$ cat src/rtl/mycpu_pkg.sv
// Shared CPU-side definitions used by the instruction prefetch queue:
// reset PC default, SRAM-like transfer size encoding, and the queue entry type.
package mycpu_pkg;

    localparam logic [31:0] RESET_PC_DEFAULT = 32'hBFC0_0000;
    localparam logic [1:0]  INST_SIZE_WORD   = 2'b10;

    typedef struct packed {
        logic [31:0] pc;
        logic [31:0] inst;
    } ipq_entry_t;

    // Sequential fetch advances one 32-bit word; wraps modulo 2^32.
    function automatic logic [31:0] next_word_pc(input logic [31:0] pc);
        return pc + 32'd4;
    endfunction

endpackage

$ cat src/rtl/ipq_fifo.sv
// Synchronous DEPTH-entry FIFO with flush. Pop is ignored when empty; push is
// accepted when full only if a pop happens in the same cycle. The head word
// reads combinationally and is forced to zero while the FIFO is empty.
module ipq_fifo #(
    parameter int DEPTH = 4,
    parameter int W     = 64,
    localparam int AW   = (DEPTH > 1) ? $clog2(DEPTH) : 1,
    localparam int CW   = $clog2(DEPTH + 1)
) (
    input  logic          clk,
    input  logic          resetn,
    input  logic          flush,
    input  logic          push,
    input  logic [W-1:0]  push_data,
    input  logic          pop,
    output logic [W-1:0]  head,
    output logic [CW-1:0] count,
    output logic          empty,
    output logic          full
);

    logic [W-1:0]  mem_reg [DEPTH];
    logic [AW-1:0] rd_ptr_reg;
    logic [AW-1:0] wr_ptr_reg;
    logic [CW-1:0] count_reg;
    logic          push_eff;
    logic          pop_eff;

    assign empty    = (count_reg == '0);
    assign full     = (count_reg == CW'(DEPTH));
    assign pop_eff  = pop & ~empty;
    assign push_eff = push & (~full | pop_eff);
    assign count    = count_reg;
    assign head     = empty ? '0 : mem_reg[rd_ptr_reg];

    // Pointer and occupancy bookkeeping; flush empties the FIFO in one cycle.
    always_ff @(posedge clk or negedge resetn) begin
        if (!resetn) begin
            rd_ptr_reg <= '0;
            wr_ptr_reg <= '0;
            count_reg  <= '0;
        end else if (flush) begin
            rd_ptr_reg <= '0;
            wr_ptr_reg <= '0;
            count_reg  <= '0;
        end else begin
            if (push_eff) begin
                wr_ptr_reg <= wr_ptr_reg + AW'(1);
            end
            if (pop_eff) begin
                rd_ptr_reg <= rd_ptr_reg + AW'(1);
            end
            count_reg <= count_reg + CW'(push_eff) - CW'(pop_eff);
        end
    end

    // Storage: one write-enabled register per entry, no reset needed since
    // the head is masked while empty.
    generate
        for (genvar gi = 0; gi < DEPTH; gi++) begin : g_entry
            always_ff @(posedge clk) begin
                if (push_eff && !flush && (wr_ptr_reg == AW'(gi))) begin
                    mem_reg[gi] <= push_data;
                end
            end
        end
    endgenerate

endmodule

$ cat src/rtl/inst_prefetch_queue.sv
// Instruction prefetch queue between fetch/decode and the SRAM-like
// instruction port. Owns the sequential fetch PC, keeps at most DEPTH fetches
// in flight or buffered, and returns {pc, inst} in order over valid/ready.
// A redirect flushes buffered words, marks every outstanding response
// (including a request still waiting for addr_ok) for discard, and restarts
// fetch at redirect_pc.
// Optional feature macro: IPQ_BYPASS_EN -- when defined, a kept response
// arriving while the buffer is empty is presented combinationally in the same
// cycle and is not buffered if the consumer takes it.
module inst_prefetch_queue
    import mycpu_pkg::*;
#(
    parameter int          DEPTH    = 4,
    parameter logic [31:0] RESET_PC = RESET_PC_DEFAULT
) (
    input  logic        clk,
    input  logic        resetn,
    input  logic        redirect_valid,
    input  logic [31:0] redirect_pc,
    output logic        out_valid,
    input  logic        out_ready,
    output logic [31:0] out_pc,
    output logic [31:0] out_inst,
    output logic        inst_req,
    output logic        inst_wr,
    output logic [1:0]  inst_size,
    output logic [31:0] inst_addr,
    output logic [31:0] inst_wdata,
    input  logic        inst_addr_ok,
    input  logic        inst_data_ok,
    input  logic [31:0] inst_rdata
);

    localparam int CW = $clog2(DEPTH + 1);
    localparam int OW = CW + 1;

    logic [31:0]   fetch_pc_reg, fetch_pc_next;
    logic [31:0]   inst_addr_reg, inst_addr_next;
    logic          req_reg, req_next;
    logic          stale_reg, stale_next;
    logic [CW-1:0] inflight_reg, inflight_next;
    logic [CW-1:0] discard_reg, discard_next;

    logic          fire;
    logic          hold;
    logic          resp_keep;
    logic          bypass_valid;
    logic          bypass_take;
    logic          data_push;
    logic          data_pop;
    ipq_entry_t    push_entry;
    ipq_entry_t    data_head;
    logic [31:0]   tag_head;
    logic          data_empty, data_full, tag_empty, tag_full;
    logic [CW-1:0] data_count, tag_count;
    logic [OW-1:0] data_count_next;
    logic [OW-1:0] occupancy_next;
    logic          unused_status;

    assign fire      = req_reg & inst_addr_ok;
    assign hold      = req_reg & ~inst_addr_ok;
    assign resp_keep = inst_data_ok & ~redirect_valid & (discard_reg == '0);

`ifdef IPQ_BYPASS_EN
    assign bypass_valid = data_empty & resp_keep;
`else
    assign bypass_valid = 1'b0;
`endif

    assign bypass_take = bypass_valid & out_ready;
    assign data_push   = resp_keep & ~bypass_take;
    assign data_pop    = ~data_empty & out_ready & ~redirect_valid;
    assign push_entry  = '{pc: tag_head, inst: inst_rdata};

    assign out_valid  = ~data_empty | bypass_valid;
    assign out_pc     = bypass_valid ? tag_head   : data_head.pc;
    assign out_inst   = bypass_valid ? inst_rdata : data_head.inst;

    assign inst_req   = req_reg;
    assign inst_addr  = inst_addr_reg;
    assign inst_wr    = 1'b0;
    assign inst_size  = INST_SIZE_WORD;
    assign inst_wdata = 32'd0;

    // Tag FIFO status is not needed: credit keeps it within bounds.
    assign unused_status = ^{data_full, tag_empty, tag_full, tag_count};

    // Next-state for fetch PC, request handshake, credit and discard counters.
    always_comb begin
        inflight_next   = inflight_reg + CW'(fire) - CW'(inst_data_ok);
        data_count_next = redirect_valid ? '0
                        : OW'(data_count) + OW'(data_push) - OW'(data_pop);
        occupancy_next  = OW'(inflight_next) + data_count_next;

        // A request holds until accepted, even across a redirect; otherwise a
        // new one is raised whenever in-flight plus buffered leaves room.
        req_next = hold | (occupancy_next < OW'(DEPTH));

        // A stale request accepted after a redirect must not advance the
        // new stream's PC.
        if (redirect_valid) begin
            fetch_pc_next = redirect_pc;
        end else if (fire && !stale_reg) begin
            fetch_pc_next = next_word_pc(fetch_pc_reg);
        end else begin
            fetch_pc_next = fetch_pc_reg;
        end

        inst_addr_next = hold ? inst_addr_reg : fetch_pc_next;

        if (redirect_valid) begin
            stale_next = hold;
        end else if (fire) begin
            stale_next = 1'b0;
        end else begin
            stale_next = stale_reg;
        end

        // Everything outstanding after this cycle belongs to the old stream,
        // plus the pending request that will be accepted later.
        if (redirect_valid) begin
            discard_next = inflight_next + CW'(hold);
        end else if (inst_data_ok && (discard_reg != '0)) begin
            discard_next = discard_reg - CW'(1);
        end else begin
            discard_next = discard_reg;
        end
    end

    // Fetch-side state registers.
    always_ff @(posedge clk or negedge resetn) begin
        if (!resetn) begin
            fetch_pc_reg  <= RESET_PC;
            inst_addr_reg <= RESET_PC;
            req_reg       <= 1'b0;
            stale_reg     <= 1'b0;
            inflight_reg  <= '0;
            discard_reg   <= '0;
        end else begin
            fetch_pc_reg  <= fetch_pc_next;
            inst_addr_reg <= inst_addr_next;
            req_reg       <= req_next;
            stale_reg     <= stale_next;
            inflight_reg  <= inflight_next;
            discard_reg   <= discard_next;
        end
    end

    // Buffered {pc, inst} words waiting for the consumer.
    ipq_fifo #(
        .DEPTH (DEPTH),
        .W     ($bits(ipq_entry_t))
    ) u_data_fifo (
        .clk       (clk),
        .resetn    (resetn),
        .flush     (redirect_valid),
        .push      (data_push),
        .push_data (push_entry),
        .pop       (data_pop),
        .head      (data_head),
        .count     (data_count),
        .empty     (data_empty),
        .full      (data_full)
    );

    // PC of every accepted request, popped by every response (kept or not).
    ipq_fifo #(
        .DEPTH (DEPTH),
        .W     (32)
    ) u_tag_fifo (
        .clk       (clk),
        .resetn    (resetn),
        .flush     (1'b0),
        .push      (fire),
        .push_data (inst_addr_reg),
        .pop       (inst_data_ok),
        .head      (tag_head),
        .count     (tag_count),
        .empty     (tag_empty),
        .full      (tag_full)
    );

endmodule

$ cat config.mk
export PLATFORM = sky130hd
export DESIGN_NAME = inst_prefetch_queue
export DESIGN_NICKNAME = d
export VERILOG_FILES = /design/src/rtl/mycpu_pkg.sv /design/src/rtl/ipq_fifo.sv /design/src/rtl/inst_prefetch_queue.sv
export SDC_FILE = /design/constraint.sdc
export NUM_CORES = 1
export LEC_CHECK = 0
export CORE_ASPECT_RATIO = 1.25
export CORE_MARGIN = 3
export CORE_UTILIZATION = 30
export DETAILED_ROUTE_END_ITERATION = 10
export HOLD_SLACK_MARGIN = 0.06
export PLACE_DENSITY = 0.49
export SLEW_MARGIN = 10
export SYNTH_ARGS = -nofsm -noshare
export SYNTH_HDL_FRONTEND = slang
export SYNTH_SLANG_ARGS = --single-unit
$ cat constraint.sdc
create_clock -name clk -period 3.4 [get_ports clk]
set_clock_uncertainty 0.15 [all_clocks]
set_input_delay 0.51 -clock clk [delete_from_list [all_inputs] [get_ports clk]]
set_output_delay 0.51 -clock clk [all_outputs]
set_load 0.005 [all_outputs]
-- Word-level counts from Yosys, hierarchy flattened
Memories as Yosys holds them, arrays and structs flattened.
Cells that the tools add are included.
- flip-flop bits (word level): 86
- RAM bits: 384
- bits of input ports: 70
- logic and storage cells: 135
- memories kept: 2
- memory list (memory ; words ; bits a word ; read ports ; clocked after memory_dff ; wr ports ; line ; RTL):
    u_data_fifo.mem_reg ; 4 ; 64 ; 1 ; 0 ; 1 ; ipq_fifo.sv:22 ; logic [W-1:0] mem_reg [DEPTH];
    u_tag_fifo.mem_reg ; 4 ; 32 ; 1 ; 0 ; 1 ; ipq_fifo.sv:22 ;
- $add $sub $neg: 16
- $lt $le $gt $ge: 1
- eq/ne operators: 8
- muxes and demuxes: 48
- bitwise logic cells: 19
- reductions and logical operators: 29
- operator list (cell ; number):
    two-way mux 64 bit ; 4
    two-way mux 32 bit ; 6
    OR reduction 64 bit ; 3
    OR reduction 32 bit ; 3
    adder 32 x 3 -> 32 bit (second input constant) ; 1
    two-way mux 1 bit ; 24
    two-way mux 2 bit ; 10
    adder 3 x 1 -> 3 bit ; 4
    logical AND 1 bit ; 11
    AND 1 bit ; 10
    logical NOT 3 bit ; 3
    two-way mux 3 bit ; 3
    subtractor 3 x 1 -> 3 bit ; 3
    adder 2 x 1 -> 2 bit (second input constant) ; 4
    == test 2 bit (second input constant) ; 4
    nonzero test 2 bit ; 4
    == test 3 bit (second input constant) ; 2
    inverter 1 bit ; 6
    adder 3 x 1 -> 4 bit ; 1
    adder 3 x 4 -> 4 bit ; 1
    == test 2 x 1 -> 1 bit (second input constant) ; 2
    logical NOT 2 bit ; 2
    less-than comparator 4 x 3 -> 1 bit (second input constant) ; 1
    two-way mux 4 bit ; 1
    5 further kinds ; 8

-- Longest topological paths before layout
Gate-level depths: netlist of run 1.
- word-level depth: 15
- depth in mapped cells: 16

-- Modules after synthesis
From an unflattened synthesis of run 1, not the netlist that was laid out.
- cell total of the unflattened synthesis: 1114
- area, all modules: 19586.3 um2
- by module, submodules not included (module ; instances ; cells an instance ; area each (um2) ; sequential area each (um2)):
    ipq_fifo at u_data_fifo ; 1 ; 451 ; 10126.0 ; 7862.5
    ipq_fifo at u_tag_fifo ; 1 ; 250 ; 5315.1 ; 4018.9
    inst_prefetch_queue ; 1 ; 413 ; 4145.2 ; 1824.2

-- Least setup slack after synthesis of run 1
OpenSTA, ideal clock, no wires.
- path kind: input -> register
- from: input redirect_valid
- to: register req_reg, in the netlist inst_req
- setup time: 134 ps
- data arrival time: 3505 ps
- required time: 3116 ps
- setup slack: -389 ps
- stages: 14
- buffers on the path: 3
- cell sequence: clkbuf_1 buf_1 clkbuf_1 nor2_1 ha_1 inv_1 ha_1 fa_1 nor2b_1 ha_1 a41oi_1 mux2_2 mux2i_1 nand2_1
- cells in the longest elaborated chain, start to end: 9
- elaborated cells between the ends (all ways): 10
- those cells by class: add/sub: 3; order compare: 1; mux: 1; bitwise: 5
- RTL lines (what ; line ; RTL):
    from (decl) ; inst_prefetch_queue.sv:18 ; input logic redirect_valid,
    inverter 1 bit ; inst_prefetch_queue.sv:62, inst_prefetch_queue.sv:72 ;
    AND 1 bit (2 in series) ; inst_prefetch_queue.sv:62 ; assign resp_keep = inst_data_ok & ~redirect_valid & (discard_reg == '0);
    adder 3 x 1 -> 4 bit ; inst_prefetch_queue.sv:92 ; : OW'(data_count) + OW'(data_push) - OW'(data_pop);
    subtractor 4 x 1 -> 4 bit ; inst_prefetch_queue.sv:92 ;
    two-way mux 4 bit * ; inst_prefetch_queue.sv:91 ; data_count_next = redirect_valid ? '0
    adder 3 x 4 -> 4 bit * ; inst_prefetch_queue.sv:93 ; occupancy_next = OW'(inflight_next) + data_count_next;
    less-than comparator 4 x 3 -> 1 bit * ; inst_prefetch_queue.sv:97 ; req_next = hold | (occupancy_next < OW'(DEPTH));
    bitwise OR 1 bit * ; inst_prefetch_queue.sv:97 ;
    net req_next ; inst_prefetch_queue.sv:39 ; logic req_reg, req_next;
    to (signal assigned) ; inst_prefetch_queue.sv:142 ; req_reg <= req_next;
    to (decl) ; inst_prefetch_queue.sv:39 ;
The timed path passes the listed nets; every way through them passes the cells marked *.
A chain may end at the register's enable or synchronous reset.

-- Worst setup path after layout of run 1
- from: register u_data_fifo.rd_ptr_reg[0]
- to: output out_pc[28]
- cells in the longest elaborated chain, start to end: 2
- RTL lines (what ; line ; RTL):
    from (decl) ; ipq_fifo.sv:23 ; logic [AW-1:0] rd_ptr_reg;
    from (signal assigned) ; ipq_fifo.sv:51 ; rd_ptr_reg <= rd_ptr_reg + AW'(1);
    memory (4 x 64 bit) ; - ;
    two-way mux 64 bit ; ipq_fifo.sv:34 ; assign head = empty ? '0 : mem_reg[rd_ptr_reg];
    to (decl) ; inst_prefetch_queue.sv:22 ; output logic [31:0] out_pc,
Every way passes these cells.

==> results of run 1 <==
-- per-layer routing --
| layer | vias to the layer above | wire length [um] |
|---|---|---|
| met4 | 0 | 963 |
| li1 | 4517 | - |
| met5 | - | 0 |
| met1 | 5093 | 18700 |
| met3 | 64 | 1910 |
| met2 | 195 | 22300 |
-- worst max-delay path, delay by kind of cell (launching register included) --
family	cells	cell delay, ps
buffers and inverters	2	770
flip-flops	1	530
multiplexers	1	520
AND/OR/NAND/NOR	1	170
-- how the worst max path moves through the flow --
stage                                                      from  cells past startpoint                  to  slack (ps)
after floorplan                                  redirect_valid                     14  inst_req$_DFF_PN0_        -190
after global placement                             inst_data_ok                     11  inst_req$_DFF_PN0_        -310
after detailed placement                           inst_data_ok                     11  inst_req$_DFF_PN0_        -320
after CTS                 u_data_fifo.rd_ptr_reg[0]$_DFFE_PN0P_                      4          out_pc[28]          70
after global routing      u_data_fifo.rd_ptr_reg[0]$_DFFE_PN0P_                      4          out_pc[28]           5
final                     u_data_fifo.rd_ptr_reg[0]$_DFFE_PN0P_                      4          out_pc[28]         180
-- power by group through the flow --
stage | registers (mW) | logic [mW] | clock network (mW)
final | 7.82 | 5.05 | 5.45
after global routing | 7.91 | 5.63 | 5.87
after CTS | 7.83 | 5.24 | 5.65
after floorplan | 7.76 | 2.91 | 0
after global placement | 7.93 | 5.11 | 0
after detailed placement | 7.96 | 5.17 | 0
-- logic make-up (layout without fill, tap and decap cells) --
kind of cell               after synthesis  in the layout  share of synthesized area
and+or+nand+nor                        249            249                     0.0733
other                                    2             35                   0.000389
AOI/OAI and AO/OA                       48             48                     0.0178
adders and majority gates               29             29                     0.0204
DFF                                    470            470                      0.710
muxes                                  127            127                      0.130
xor gates and xnor gates                41             41                     0.0186
buffers and inverters                  114            341                     0.0296
-- final cells by class --
cell class	count	share of cell area
Clock inverter	32	0.0140
Multi-Input combinational cell	529	0.216
Timing Repair Buffer	224	0.0973
Sequential cell	470	0.571
Clock buffer	58	0.0542
Inverter	27	0.00422
Tap cell	840	0.0438
-- stage by stage --
step | std cells | utilization | setup TNS (ps) | power [mW] | setup slack, ps
final | 2180 | 0.379 | 0 | 18.3 | 176
after global routing | 2180 | 0.379 | 0 | 19.4 | 4.77
after CTS | 2180 | 0.379 | 0 | 18.7 | 67.4
after detailed placement | 2085 | 0.352 | -322 | 13.1 | -322
after global placement | 2085 | 0.352 | -311 | 13.0 | -311
after floorplan | 1113 | - | -190 | 10.7 | -190
-- repair_timing --
item / in CTS / in global routing
hold buffers: 1 / 0
endpoints found under the setup margin: 10 / 1
setup buffers: 4 / 0
endpoints found under the hold margin: 43 / 0
gates resized for setup: 1 / 3
-- synthesized netlist by cell type, drive strengths merged (17+ instances only) --
cell / count
nand2: 38
mux2: 26
dfrtp: 68
mux4: 96
nor2b: 38
buf: 50
o21ai: 17
nor2: 27
clkbuf: 37
inv: 26
ha: 25
and2: 72
edfxtp: 384
and3: 18
xnor2: 25
dfstp: 18
==> flow_summary_export.csv, run 1 <==
group,metric,value,unit
setup_path,r2r-end,"inst_req$_DFF_PN0_",
timing,post-route-period-util,0.948,
global_route,met1_usage,0.169,
setup_path,crit_type,"flop to output pin",
flow_run,maxCapViolCount,0,
global_route,grt_usage,0.132,
routing,drc,0,
timing,max_freq,310,MHz
place,place.gp.congestion,0.742,
global_route,top_usage_layer,"met2",
timing,whs,352,ps
setup_path,cp-end-kind,"output pin",
yosys,synth_area,19300,sq um
finish,final_common_cell,"edfxtp_1",
timing,grt_setup_unrepaired,"no",
timing,max_slew_margin,0.506,
yosys,seq_area_frac_synth,0.710,
finish,nets,1401,
timing,setup_viol,0,
finish,area_growth,24.5,%
setup_path,worstPathArrival,2560,ps
global_route,grt_max_degree,67,
die,pin_count,203,
routing,dr.first_iter.drc_count,421,
die,start_util,0.304,
power_and_ir_drop,vdd.ir_drop.worst,0.345,mV
place,post_dp_cell_area,22300,sq um
worst_hold_path,whs_path_depth,1,
power_and_ir_drop,power.share.sequential,0.427,
timing,hold_viol,0,
setup_path,worstPathCellList,"buf_12 -> mux4_2 -> and2_1 -> clkdlybuf4s50_1",
global_route,antenna_found_initial,0,
finish,num_antenna_cells,0,
yosys,synthCells,1080,
finish,regArea,13700,sq um
global_route,met2_usage,0.229,
yosys,yosys_warnings,0,
die,die_h,290,um
global_route,grt_overflow,0,
clock_network,clock_sinks,470,
power_and_ir_drop,clkPwrFrac,0.297,
routing,post_drt_wl_per_cell,20.1,um
clock_network,insertion_delay,570,ps
finish,multi_input_comb_area,5180,sq um
place,portBuffers,167,
setup_path,reg2reg_depth,14,
die,die_width,233,um
power_and_ir_drop,pwr-share-comb,0.276,
finish,mostFrequentLayoutCells,"edfxtp_1 (384), clkdlybuf4s50_1 (165), mux4_2 (96), and2_1 (68), dfrtp_1 (65)",
timing,min_period,3220,ps
setup_path,start_kind,"flop",
routing,vias_per_cell,4.53,
place,dp.final_hpwl,27.9,mm
setup_path,r2r_setup_slack,200,ps
yosys,synth_edf_count,384,
clock_network,cts_inserted_buffers,50,
routing,num_vias,9869,
yosys,synth_top_flop_cell,"edfxtp_1",
setup_path,required,2740,ps
worst_hold_path,min_from,"fetch_pc_reg[1]$_DFF_PN0_",
finish,largest_reg_flops,256,
finish,fill_cells,5939,
yosys,synth.area.top_cells,"edfxtp_1 (60%), mux4_2 (11%), dfrtp_1 (8.8%)",
routing,drt-pass1-iter-count,4,
routing,routed_wl,43.8,mm
setup_path,crit_fanout,20,
die,core-area,63400,sq um
power_and_ir_drop,powerDensity,763,nW/um^2
global_route,grt_pass1_vias,10700,
worst_hold_path,hold_end,"fetch_pc_reg[1]$_DFF_PN0_",
power_and_ir_drop,p_leak,8.19,nW
setup_path,reg2reg_from,"u_data_fifo.count[2]$_DFF_PN0_",
status,status,"complete, no violations",
die,row_count,103,
finish,final_area,24000,sq um
timing,tightest_slew,740,ps
timing,slew_violations,0,
global_route,grt_use_met3,0.0250,
yosys,yosysTopAreaCellShare,0.598,
power_and_ir_drop,internal_power,13.2,mW
power_and_ir_drop,switching_power,5.12,mW
clock_network,clock_path_buffers,3,
yosys,synth-seq-cells,470,
die,die-area,67400,sq um
clock_network,cts_root_buf,"clkbuf_16",
clock_network,clkTransAtPathRegs,60,ps
worst_hold_path,hold_class,"flop to flop",
clock_network,cts_tree,"yes",
setup_path,max_stage_delay,530,ps
clock_network,ctsHtreeMaxLevel,2,
yosys,yosys.area.top_type,"edfxtp_1",
global_route,grt_pass1_wl,67.4,mm
routing,ant_nets,0,
setup_path,cp_slowest_cell,"dfrtp_4",
power_and_ir_drop,swShare,0.279,
yosys,postSynthAreaPerCell,17.9,sq um
yosys,async_flop_share,0.183,
yosys,synth.distinct_cells,46,
finish,drive_gt1_frac,0.216,
No activity file was read; power rests on OpenSTA's default activity.
==> run 2, diff against run 1 <==
--- a/config.mk
+++ b/config.mk
@@ -14,4 +14,5 @@
 export SLEW_MARGIN = 10
 export SYNTH_ARGS = -nofsm -noshare
 export SYNTH_HDL_FRONTEND = slang
+export SYNTH_HIERARCHICAL = 1
 export SYNTH_SLANG_ARGS = --single-unit
==> flow_summary_export.csv, run 2 <==
group,metric,value,unit
status,status,"complete, no violations",
finish,final_cell_count_no_fill,2222,
timing,tns,0,ps
place,portBuffers,167,
timing,tightest_slew,930,ps
die,die_width,234,um
timing,slew_violations,0,
place,placedCellCount,2125,
clock_network,clock_path_buffers,3,
global_route,grt_overflow,0,
setup_path,worstPathArrival,3530,ps
finish,mostFrequentLayoutCells,"edfxtp_1 (384), clkdlybuf4s50_1 (165), mux4_2 (96), nor2b_1 (84), dfrtp_1 (64)",
worst_hold_path,hold_class,"input pin to async pin",
global_route,grt_pass1_vias,10800,
die,die-area,68400,sq um
yosys,synthCells,1112,
clock_network,cts_tree,"yes",
finish,final_common_cell,"edfxtp_1",
timing,min_period,3230,ps
die,core-area,64500,sq um
power_and_ir_drop,vdd.ir_drop.worst,0.312,mV
finish,nets,1431,
die,start_util,0.303,
timing,post-route-period-util,0.950,
clock_network,ctsHtreeMaxLevel,2,
yosys,yosys_warnings,6,
routing,post_drt_wl_per_cell,21.0,um
routing,drt-pass1-iter-count,4,
finish,num_antenna_cells,0,
place,dp.final_hpwl,30.3,mm
routing,drc,0,
routing,num_vias,10200,
setup_path,required,3700,ps
setup_path,crit_type,"flop to flop",
global_route,grt_max_degree,76,
global_route,grt_usage,0.137,
clock_network,clkTransAtPathRegs,60,ps
die,row_count,104,
clock_network,insertion_delay,580,ps
flow_run,maxCapViolCount,0,
setup_path,start_kind,"flop",
global_route,grt_pass1_wl,70.5,mm
place,post-place-ws,-218,ps
yosys,postSynthAreaPerCell,17.6,sq um
finish,fill_cells,6112,
routing,routed_wl,46.6,mm
setup_path,crit_fanout,2,
clock_network,cts_inserted_buffers,50,
finish,drive_gt1_frac,0.210,
timing,grt_setup_unrepaired,"no",
routing,ant_nets,0,
timing,setup_viol,0,
global_route,antenna_found_initial,0,
clock_network,clock_sinks,470,
routing,dr.first_iter.drc_count,445,
power_and_ir_drop,p_leak,8.19,nW
timing,max_slew_margin,0.377,
timing,max_freq,310,MHz
power_and_ir_drop,powerDensity,645,nW/um^2
die,die_h,292,um
setup_path,cp-end-kind,"flop",
die,pin_count,203,
timing,fin_ws,170,ps
finish,area_growth,24.3,%
timing,hold_viol,0,
clock_network,cts_root_buf,"clkbuf_16",
place,place.gp.congestion,0.726,
yosys,synth_area,19600,sq um
routing,vias_per_cell,4.59,
finish,largest_reg_flops,256,
-- run 2: final cells by class --
| type | instances | area [sq um] | area share |
|---|---|---|---|
| timing repair buffer | 222 | 2400 | 0.0986 |
| clock buffer | 62 | 1320 | 0.0541 |
| sequential | 470 | 13700 | 0.563 |
| multi-input combinational | 566 | 5430 | 0.223 |
| clock inverter | 30 | 329 | 0.0135 |
| inverter | 24 | 90.1 | 0.00370 |
| tap | 848 | 1060 | 0.0436 |
-- run 2: report_power, final --
part	switching [mW]	total, mW	internal (mW)
Clock	2.23	5.51	3.28
Combinational	1.34	2.69	1.35
Sequential	0.455	7.51	7.05
Total	4.02	15.7	11.7
-- run 2: final timing paths --
kind | end | cells after the start | start | slack, ps
min in group clk | u_data_fifo/count[2]$_DFF_PN0_ | 3 | redirect_valid | 310
max | inst_req$_DFF_PN0_ | 13 | u_data_fifo/count[2]$_DFF_PN0_ | 170
max reg2reg | inst_req$_DFF_PN0_ | 13 | u_data_fifo/count[2]$_DFF_PN0_ | 170
min | inflight_reg[2]$_DFF_PN0_ | 2 | resetn | 180
min reg2reg | fetch_pc_reg[0]$_DFF_PN0_ | 1 | fetch_pc_reg[0]$_DFF_PN0_ | 350
max in group asynchronous | fetch_pc_reg[22]$_DFF_PN1_ | 3 | resetn | 2220
-- run 2: through the flow --
stage	power, mW	cell area, sq um	hold WS, ps	util
floorplan	9.07	19800	64.4	-
global placement	10.3	22600	232	0.350
detailed placement	10.4	22600	238	0.350
CTS	16.0	24300	164	0.377
global route	16.5	24300	181	0.377
finish	15.7	24300	185	0.377
-- run 2: critical path, cell delays in order, from the launching register on --
cell and delay (ps):
dfrtp_1 410, nor3_4 210, inv_2 50, and3_4 170, ha_1 280, inv_1 60
ha_2 180, fa_1 400, nor2b_1 150, ha_1 310, a41oi_2 170, mux2i_1 220
nor3_1 60, a311o_1 290
-- run 2: repair_timing --
item                                    in CTS  in global routing
endpoints found under the setup margin      55                  2
hold endpoints to repair                    73                  0
buffers inserted                             4                  0
resized for setup                            2                  2
hold buffers                                 1                  0
-- run 2: routing by layer --
layer / wire length (um) / GRT usage
met1: 19400 / 0.174
met2: 24400 / 0.243
met3: 1910 / 0.0233
met4: 901 / 0.0343
met5: 0 / 0
==> run 3, diff against run 2 <==
--- a/config.mk
+++ b/config.mk
@@ -10,7 +10,7 @@
 export CORE_UTILIZATION = 30
 export DETAILED_ROUTE_END_ITERATION = 10
 export HOLD_SLACK_MARGIN = 0.06
-export PLACE_DENSITY = 0.49
+export PLACE_DENSITY = 0.53
 export SLEW_MARGIN = 10
 export SYNTH_ARGS = -nofsm -noshare
 export SYNTH_HDL_FRONTEND = slang
==> flow_summary_export.csv, run 3 (synthesis gave the netlist of run 2 again) <==
group,metric,value,unit
global_route,antenna_found_initial,0,
finish,nets,1430,
power_and_ir_drop,p_total,15.0,mW
setup_path,required,2740,ps
clock_network,cts_tree,"yes",
die,pin_count,203,
timing,fin_ws,150,ps
routing,dr.first_iter.drc_count,544,
clock_network,clock_sinks,470,
worst_hold_path,hold_class,"input pin to flop",
timing,whs,265,ps
worst_hold_path,whs_path_depth,3,
global_route,grt_usage,0.134,
setup_path,reg2reg_from,"u_data_fifo/count[2]$_DFF_PN0_",
setup_path,crit_end,"out_pc[23]",
finish,area_growth,23.1,%
finish,final_common_cell,"edfxtp_1",
finish,largest_reg_flops,256,
timing,max_slew_margin,0.385,
finish,drive_gt1_frac,0.210,
routing,drc,0,
finish,num_antenna_cells,0,
setup_path,crit_type,"flop to output pin",
power_and_ir_drop,p_leak,8.08,nW
global_route,grt_pass1_wl,69.4,mm
place,place.gp.congestion,0.752,
routing,vias_per_cell,4.61,
power_and_ir_drop,powerDensity,624,nW/um^2
setup_path,r2r_setup_slack,180,ps
timing,tightest_slew,923,ps
global_route,grt_pass1_vias,10900,
setup_path,start_kind,"flop",
setup_path,r2r-end,"inst_req$_DFF_PN0_",
die,core-area,64500,sq um
power_and_ir_drop,pwr-share-comb,0.178,
global_route,grt_max_degree,67,
clock_network,insertion_delay,570,ps
timing,hold_viol,0,
die,die_width,234,um
die,die-area,68400,sq um
setup_path,cp-end-kind,"output pin",
timing,setup_viol,0,
flow_run,maxCapViolCount,0,
setup_path,critPathLaunch,"u_data_fifo/rd_ptr_reg[0]$_DFFE_PN0P_",
die,start_util,0.303,
power_and_ir_drop,swShare,0.264,
routing,routed_wl,45.5,mm
clock_network,ctsHtreeMaxLevel,2,
power_and_ir_drop,clkPwrFrac,0.321,
power_and_ir_drop,internal_power,11.1,mW
die,die_h,292,um
timing,grt_setup_unrepaired,"no",
power_and_ir_drop,switching_power,3.97,mW
place,portBuffers,167,
timing,post-route-period-util,0.956,
routing,post_drt_wl_per_cell,20.5,um
routing,ant_nets,0,
routing,num_vias,10200,
routing,drt-pass1-iter-count,5,
clock_network,cts_inserted_buffers,48,
setup_path,worstPathArrival,2590,ps
setup_path,reg2reg_depth,13,
status,status,"complete, no violations",
timing,min_period,3250,ps
die,row_count,104,
finish,mostFrequentLayoutCells,"edfxtp_1 (384), clkdlybuf4s50_1 (165), mux4_2 (96), nor2b_1 (84), dfrtp_1 (64)",
global_route,grt_overflow,0,
clock_network,cts_root_buf,"clkbuf_16",
clock_network,clkTransAtPathRegs,60,ps
power_and_ir_drop,power.share.sequential,0.501,
timing,slew_violations,0,
timing,max_freq,308,MHz
clock_network,clock_path_buffers,3,
place,dp.final_hpwl,29.5,mm
power_and_ir_drop,vdd.ir_drop.worst,0.344,mV
place,post-place-ws,-157,ps
setup_path,crit_fanout,19,
run 3: timing repair:
item / CTS / global route
resized for setup: 1 / 1
buffers inserted: 5 / 0
endpoints found under the hold margin: 35 / 0
setup endpoints to repair: 58 / 1
hold buffers: 1 / 0
run 3: stage by stage:
stage | setup TNS, ps | area [sq um] | util | instances
floorplan | -59640 | 19800 | - | 1149
global placement | -164 | 22600 | 0.350 | 2125
detailed placement | -157 | 22600 | 0.350 | 2125
CTS | 0 | 24100 | 0.373 | 2216
global route | 0 | 24100 | 0.373 | 2216
finish | 0 | 24100 | 0.373 | 2216
run 3: critical path, cell delays in order, from the launching register on:
cell and delay [ps]:
dfrtp_4 570, buf_12 250, mux4_2 570, nor2b_1 160
clkdlybuf4s50_1 470
run 3: worst min-delay path by stage:
stage / startpoint / end / slack, ps
after floorplan: resetn / discard_reg[0]$_DFFE_PN0P_ / 60
after global placement: fetch_pc_reg[1]$_DFF_PN0_ / fetch_pc_reg[1]$_DFF_PN0_ / 330
after detailed placement: fetch_pc_reg[0]$_DFF_PN0_ / fetch_pc_reg[0]$_DFF_PN0_ / 340
after CTS: redirect_valid / u_data_fifo/rd_ptr_reg[1]$_DFFE_PN0P_ / 210
after global routing: redirect_valid / u_data_fifo/rd_ptr_reg[0]$_DFFE_PN0P_ / 260
final: redirect_valid / u_data_fifo/rd_ptr_reg[1]$_DFFE_PN0P_ / 260
run 3: power by group through the flow:
| stage | logic (mW) | clock network (mW) | registers (mW) |
|---|---|---|---|
| floorplan | 1.66 | 0 | 7.41 |
| global placement | 2.68 | 0 | 7.64 |
| detailed placement | 2.73 | 0 | 7.67 |
| CTS | 2.75 | 5.01 | 7.55 |
| global route | 2.96 | 5.24 | 7.61 |
| finish | 2.68 | 4.82 | 7.53 |
run 3: cell type report:
cell class,count,area [sq um]
fillers,6139,40400
flip-flops and latches,470,13700
multi-input cells,566,5430
repair buffers,223,2390
clock buffers,57,1230
well taps,848,1060
clock inverters,28,181
inverters,24,90.1
run 3: routing by layer:
layer	GRT usage	wire length (um)	share of wire
met1	0.177	19500	0.43
met2	0.228	23200	0.51
met3	0.0228	1790	0.039
met4	0.0350	945	0.021
met5	0	0	0
